**src/rtl/dec_pkg.sv**
```systemverilog
// Shared types and helpers for the sequential one-hot decoder.
package dec_pkg;

  typedef enum logic {IDLE, DRIVE} dec_state_t;

  // Widest one-hot vector the helper can build; callers cast down to N.
  localparam int unsigned MAX_N = 256;

  function automatic logic [MAX_N-1:0] code_to_onehot(input int unsigned code,
                                                      input int unsigned n);
    logic [MAX_N-1:0] v;
    v = '0;
    if (code < n && code < MAX_N) v = MAX_N'(1) << code;
    return v;
  endfunction

endpackage

```
**src/rtl/dec_hold_cnt.sv**
```systemverilog
// Loadable 0..HOLD-1 hold counter; last flags the final strobe cycle.
module dec_hold_cnt #(
  parameter int HOLD = 1
) (
  input  logic clk,
  input  logic rst_n,
  input  logic load,
  input  logic en,
  output logic last
);

  localparam int CNT_W = $clog2(HOLD + 1);
  localparam logic [CNT_W-1:0] LAST_VAL = CNT_W'(HOLD - 1);

  logic [CNT_W-1:0] cnt_reg;

  assign last = (cnt_reg == LAST_VAL);

  // Saturates at HOLD-1 so an idle counter never wraps.
  always_ff @(posedge clk or negedge rst_n) begin
    if (!rst_n)
      cnt_reg <= '0;
    else if (load)
      cnt_reg <= '0;
    else if (en && !last)
      cnt_reg <= cnt_reg + 1'b1;
  end

endmodule

```
**src/rtl/onehot_decoder_seq.sv**
```systemverilog
// Sequential binary-to-one-hot decoder: each accepted code drives 1<<code for HOLD cycles.
// Optional sticky illegal-code flag enabled by defining DEC_RANGE_CHK_EN.
module onehot_decoder_seq
  import dec_pkg::*;
#(
  parameter  int N      = 4,
  parameter  int HOLD   = 1,
  localparam int CODE_W = $clog2(N)
) (
  input  logic              clk,
  input  logic              rst_n,
  input  logic              in_valid,
  input  logic [CODE_W-1:0] in_code,
  output logic              in_ready,
  input  logic              abort,
  output logic [N-1:0]      out_onehot,
  output logic              out_valid,
  output logic              err
);

  localparam logic [CODE_W:0] N_VAL = (CODE_W + 1)'(N);

  dec_state_t state_reg, state_next;
  logic [N-1:0] out_onehot_reg, onehot_next;
  logic         out_valid_reg, valid_next;
  logic         last;
  logic         accept;
  logic         code_legal;
  logic         load;
  logic [N-1:0] decoded;

  assign in_ready   = !abort && (state_reg == IDLE || last);
  assign accept     = in_valid && in_ready;
  assign code_legal = ({1'b0, in_code} < N_VAL);
  // Illegal codes complete the handshake but never start a strobe.
  assign load       = accept && code_legal;
  assign decoded    = N'(code_to_onehot(32'(in_code), 32'(N)));

  dec_hold_cnt #(.HOLD(HOLD)) u_hold_cnt (
    .clk   (clk),
    .rst_n (rst_n),
    .load  (load),
    .en    (state_reg == DRIVE),
    .last  (last)
  );

  always_ff @(posedge clk or negedge rst_n) begin
    if (!rst_n) begin
      state_reg      <= IDLE;
      out_onehot_reg <= '0;
      out_valid_reg  <= 1'b0;
    end else begin
      state_reg      <= state_next;
      out_onehot_reg <= onehot_next;
      out_valid_reg  <= valid_next;
    end
  end

  always_comb begin
    state_next = state_reg;
    case (state_reg)
      IDLE:  if (load) state_next = DRIVE;
      DRIVE: begin
        if (abort)
          state_next = IDLE;
        else if (last)
          state_next = load ? DRIVE : IDLE;
      end
      default: state_next = IDLE;
    endcase
  end

  always_comb begin
    onehot_next = '0;
    valid_next  = 1'b0;
    if (state_next == DRIVE) begin
      valid_next  = 1'b1;
      onehot_next = load ? decoded : out_onehot_reg;
    end
  end

  assign out_onehot = out_onehot_reg;
  assign out_valid  = out_valid_reg;

`ifdef DEC_RANGE_CHK_EN
  logic err_reg;
  always_ff @(posedge clk or negedge rst_n) begin
    if (!rst_n)
      err_reg <= 1'b0;
    else if (accept && !code_legal)
      err_reg <= 1'b1;
  end
  assign err = err_reg;
`else
  assign err = 1'b0;
`endif

endmodule

```
**config.mk**
```make
export PLATFORM = sky130hd
export DESIGN_NAME = onehot_decoder_seq
export DESIGN_NICKNAME = d
export VERILOG_FILES = /design/src/rtl/dec_pkg.sv /design/src/rtl/dec_hold_cnt.sv /design/src/rtl/onehot_decoder_seq.sv
export SDC_FILE = /design/constraint.sdc
export NUM_CORES = 1
export LEC_CHECK = 0
export ABC_CLOCK_PERIOD_IN_PS = 1450
export BUFFER_PORTS_ARGS = -buffer_cell sky130_fd_sc_hd__buf_2
export CAP_MARGIN = 20
export CELL_PAD_IN_SITES_DETAIL_PLACEMENT = 0
export CELL_PAD_IN_SITES_GLOBAL_PLACEMENT = 1
export CORE_AREA = 2 2 39 41
export CTS_BUF_LIST = sky130_fd_sc_hd__clkbuf_4
export DETAILED_ROUTE_END_ITERATION = 8
export DIE_AREA = 0 0 41 43
export PLACE_DENSITY_LB_ADDON = 0.15
export SLEW_MARGIN = 40
export SYNTH_ARGS = -nofsm -noshare
export SYNTH_HDL_FRONTEND = slang
export SYNTH_HIERARCHICAL = 1
export SYNTH_SLANG_ARGS = --single-unit
```
**constraint.sdc**
```tcl
create_clock -name clk -period 1.45 [get_ports clk]
set_input_delay 0.0725 -clock clk [delete_from_list [all_inputs] [get_ports clk]]
set_output_delay 0.0725 -clock clk [all_outputs]
set_load 0.005 [all_outputs]
```
==> flow_summary.toml, run 1 <==
[routing]
drtIter0Drc = 4
final_antenna_net_count = 0
drc = 0
wl_um = 693
vias = 245
drt-pass1-iter-count = 4
routed_via_density = 4.45
wl_per_cell_um = 12.6

[worst_hold_path]
hold_path_end = "out_onehot[2]"
min_delay_path_depth = 2
hold_class = "primary input to flip-flop"
worstHoldStart = "in_code[0]"

[sta]
setup_ws_ns = 0.154
setup_violations = 0
slew_viol_final = 0
finalCriticalPeriod_ns = 1.30
max_freq_mhz = 772
finalSetupTns_ns = 0
period_share = 0.894
skew_ns = 0.00129
finalHoldViolCount = 0
rsz0062_at_grt = "false"

[yosys]
synth_edf_count = 0
ys_types = 17
seq_area_frac_synth = 0.476
synth_cells = 27
synth.top_cell.area_share = 0.476
dominantRegCellSynth = "dfrtp_1"
synth-async-reset-ratio = 1.00
avgSynthCellArea_um2 = 11.7
yosys_register_bits = 6
yosys_warnings = 6
yosys.area.top_type = "dfrtp_1"
syn_area_um2 = 315
yosysMostFrequentCell = "dfrtp_1"
postSynthNetCount = 33
synth_area_leaders = "dfrtp_1, nand4bb_1, or4bb_1"

[floorplanning]
core-area_um2 = 1380
rows = 14
die_h_um = 43
ioPinCount = 13
die_x_um = 41
die_area_um2 = 1760
start_util = 0.228

[clocking]
cts_buffers = 3
post_cts_buffers = 0
clk_latency_ns = 0.24
clock-sinks = 6
htree_levels = 1
path_clk_slew_ns = 0.05
clock-root-buffer = "clkbuf_4"
cts_tree = "yes"
ctsLongestPathBuffers = 2

[critical_path]
crit_type = "flip-flop to primary output"
crit_path_max_fanout = 7
reg2reg_to = "u_hold_cnt/cnt_reg"
r2r-start = "out_valid"
r2r_slack_ns = 0.29
startpoint_type = "flip-flop"
cp.arrival_ns = 1.22
end_kind = "primary output"
rr_worst_depth = 3
crit_required_ns = 1.38

[pwr]
power_uw = 371
cellPowerDensity_nw_per_um2 = 923
worst_ir_drop_vdd_mv = 0.278
p_leak_uw = 0.000189

[placement]
dpl_cell_area_um2 = 367
gp_congestion = 0.690
dp_slack_ns = 0.196
portBuffers = 11

[global_route]
grt_max_degree = 11
gr-total-overflow = 0
grt_pass1_vias = 266
antenna_found_initial = 0
grt_pass1_wl_um = 1120
grtUsageTotal = 0.104

[cells_and_area]
fillers = 152
n_antenna_cell = 0
final_core_util = 0.290
fin_area_um2 = 402
layout-drive-gt1-share = 0.436
largest_reg_flops = 4
nets = 47
area_growth_pct = 27.4

[outcome]
status = "completed"

[flow_run]
cap_violations = 0
==> power by group <==
part / total, uW / switching [uW] / internal (uW)
clock: 159 / 64.8 / 94.0
combinational: 35.7 / 17.5 / 18.1
sequential: 176 / 4.26 / 172
total: 371 / 86.6 / 284
==> stage by stage <==
step / cells / hold WS (ns)
6_report: 55 / 0.0461
5_1_grt: 55 / 0.0549
4_1_cts: 55 / 0.0373
3_5_place_dp: 51 / -0.0916
3_3_place_gp: 51 / -0.0923
2_1_floorplan: 27 / -0.223
==> worst max-delay path: stages (launching register included) <==
cell and delay [ns]:
dfrtp_1 0.46, nor2b_2 0.33, nor2_1 0.06, buf_2 0.13
==> how the worst max path moves through the flow <==
stage	to	start	cells past startpoint	slack (ns)
after global placement	u_hold_cnt/cnt_reg	out_valid	3	0.19
after global routing	in_ready	out_valid	3	0.05
after detailed placement	u_hold_cnt/cnt_reg	out_valid	3	0.20
final	in_ready	out_valid	3	0.15
after floorplan	u_hold_cnt/cnt_reg	out_valid	4	0.35
after CTS	in_ready	out_valid	3	0.04
==> logic make-up (layout without fill, tap and decap cells) <==
logic type	after synthesis	in the layout	synth area share
compound gates	5	5	0.135
buf+inv	4	16	0.0873
flops	6	6	0.476
other cells	1	1	0.0119
simple gates	11	11	0.290
==> final cells by class <==
class,count,area (um^2),area share
flip-flops and latches,6,150,0.374
multi-input cells,17,140,0.349
repair buffers,12,65.1,0.162
clock buffers,3,22.5,0.0561
well taps,16,20.0,0.0498
inverters,1,3.75,0.00935
==> repair_timing <==
action	CTS	global route
hold buffers	1	0
setup endpoints to repair	0	1
endpoints found under the hold margin	6	0
resized for setup	0	1
==> routing by layer <==
metal,vias up,routed length (um),global-route usage
met3,0,42,0.0314
met4,0,0,0.120
li1,121,-,-
met2,10,357,0.134
met5,-,0,0
met1,114,294,0.117
==> cell usage in the layout, fill, tap and decap left out, types with 2 or more instances in the layout <==
cell type	instances
o31ai_1	2
o41ai_1	2
nand4bb_1	2
clkbuf_4	3
nand2b_1	2
buf_2	11
dfrtp_1	6
or4bb_1	2
No activity file was read; power rests on OpenSTA's default activity.
==> inputs of run 2 (changes only) <==
--- a/config.mk
+++ b/config.mk
@@ -6,7 +6,6 @@
 export NUM_CORES = 1
 export LEC_CHECK = 0
 export ABC_CLOCK_PERIOD_IN_PS = 1450
-export BUFFER_PORTS_ARGS = -buffer_cell sky130_fd_sc_hd__buf_2
 export CAP_MARGIN = 20
 export CELL_PAD_IN_SITES_DETAIL_PLACEMENT = 0
 export CELL_PAD_IN_SITES_GLOBAL_PLACEMENT = 1
@@ -14,8 +13,9 @@
 export CTS_BUF_LIST = sky130_fd_sc_hd__clkbuf_4
 export DETAILED_ROUTE_END_ITERATION = 8
 export DIE_AREA = 0 0 41 43
+export DONT_BUFFER_PORTS = 1
 export PLACE_DENSITY_LB_ADDON = 0.15
-export SLEW_MARGIN = 40
+export SLEW_MARGIN = 20
 export SYNTH_ARGS = -nofsm -noshare
 export SYNTH_HDL_FRONTEND = slang
 export SYNTH_HIERARCHICAL = 1
==> flow_summary.toml, run 2 (same netlist as run 1, synthesis figures left out) <==
[sta]
skew_ns = 0.00734
period_share = 0.812
slew_viol_final = 0
setup_violations = 0
rsz0062_at_grt = "false"
max_freq_mhz = 850
finalHoldViolCount = 0
finalSetupTns_ns = 0
finalCriticalPeriod_ns = 1.18

[clocking]
cts_buffers = 3
htree_levels = 1
clock-sinks = 6
clk_latency_ns = 0.25
path_clk_slew_ns = 0.05
ctsLongestPathBuffers = 2
cts_resized = 0
clock-root-buffer = "clkbuf_4"
cts_tree = "yes"

[cells_and_area]
layout-drive-gt1-share = 0.206
final_core_util = 0.288
area_growth_pct = 26.6
final_cell_mix = "dfrtp_1, dlygate4sd3_1, clkbuf_4"
largest_reg_flops = 4
register_area_um2 = 150
n_antenna_cell = 0
multiInputGateArea_um2 = 138
stdcell_count = 50
nets = 42
fillers = 137
layout_commonest_cell = "dfrtp_1"

[flow_run]
cap_violations = 0

[global_route]
grt_pass1_wl_um = 1060
met3_usage = 0.105
grtUsageTotal = 0.105
grt_pass1_vias = 241
gr-usage-met1 = 0.0980
gr-total-overflow = 0
grt_max_degree = 9
use_met2 = 0.131
busiest_layer = "met2"
antenna_found_initial = 0

[routing]
drc = 0
drtIter0Drc = 1
vias = 225
wl_um = 700
drt-pass1-iter-count = 2
wl_per_cell_um = 14.0
final_antenna_net_count = 0
routed_via_density = 4.50

[worst_hold_path]
hold_class = "primary input to flip-flop"

[pwr]
cellPowerDensity_nw_per_um2 = 911
seqPwrFrac = 0.484
p_leak_uw = 0.000166
pwr-share-clk = 0.428
internal_power_uw = 285
power.switching_uw = 78.9
swShare = 0.217
p_comb_frac = 0.088
worst_ir_drop_vdd_mv = 0.308

[floorplanning]
ioPinCount = 13
rows = 14
die_area_um2 = 1760
start_util = 0.228
die_h_um = 43
die_x_um = 41
core-area_um2 = 1380

[critical_path]
cp.arrival_ns = 1.30
r2r_slack_ns = 0.27
crit_required_ns = 1.57
crit_path_max_fanout = 7
startpoint_type = "flip-flop"
crit_type = "flip-flop to flip-flop"
end_kind = "flip-flop"

[outcome]
status = "completed"

[placement]
gp_congestion = 0.659
portBuffers = 0
dpl.cell_count = 42
dpl.hpwl_um = 509
-- run 2: per-layer routing --
layer,part of all wire,vias to the layer above
met3,0.10,4
met1,0.39,100
li1,-,112
met5,0,-
met2,0.47,9
met4,0.027,0
-- run 2: path summary, 6_finish.rpt --
kind	from	end	depth (start not counted)
setup reg to reg	out_valid	out_onehot[2]	3
hold reg to reg	out_valid	u_hold_cnt/cnt_reg	1
hold / removal	in_valid	out_onehot[3]	2
max in group asynchronous	rst_n	out_onehot[0]	1
setup / recovery	out_valid	out_onehot[2]	3
min in group asynchronous	rst_n	out_onehot[3]	1
-- run 2: power groups by stage --
stage | registers [uW] | clock network (uW) | logic (uW)
after floorplan | 179 | 0 | 18.7
after global placement | 179 | 0 | 17.5
after detailed placement | 179 | 0 | 17.0
after CTS | 176 | 164 | 30.7
after global routing | 176 | 189 | 35.3
final | 176 | 156 | 31.9
-- run 2: critical path, stage by stage (launching register included) --
cell and delay [ns]:
dfrtp_1 0.41, nor2b_1 0.14, buf_4 0.16, o41ai_1 0.35
-- run 2: per-stage QoR --
stage / total power, uW / area [um^2] / worst slack, ns / hold WS (ns)
final: 364 / 399 / 0.273 / 0.00967
after global routing: 401 / 399 / 0.181 / 0.00298
after CTS: 371 / 389 / 0.241 / 0.00389
after detailed placement: 196 / 327 / 0.250 / -0.223
after global placement: 196 / 327 / 0.281 / -0.223
after floorplan: 197 / 315 / 0.351 / -0.223
-- run 2: area by class of cell --
type / count / share of cell area
clock buffers: 3 / 0.0564
flip-flops and latches: 6 / 0.376
multi-input cells: 17 / 0.345
repair buffers: 7 / 0.163
inverters: 1 / 0.00940
well taps: 16 / 0.0502
-- run 2: timing repair --
action	in CTS	in global routing
hold buffers	4	1
buffers inserted	0	0
hold endpoints to repair	10	1
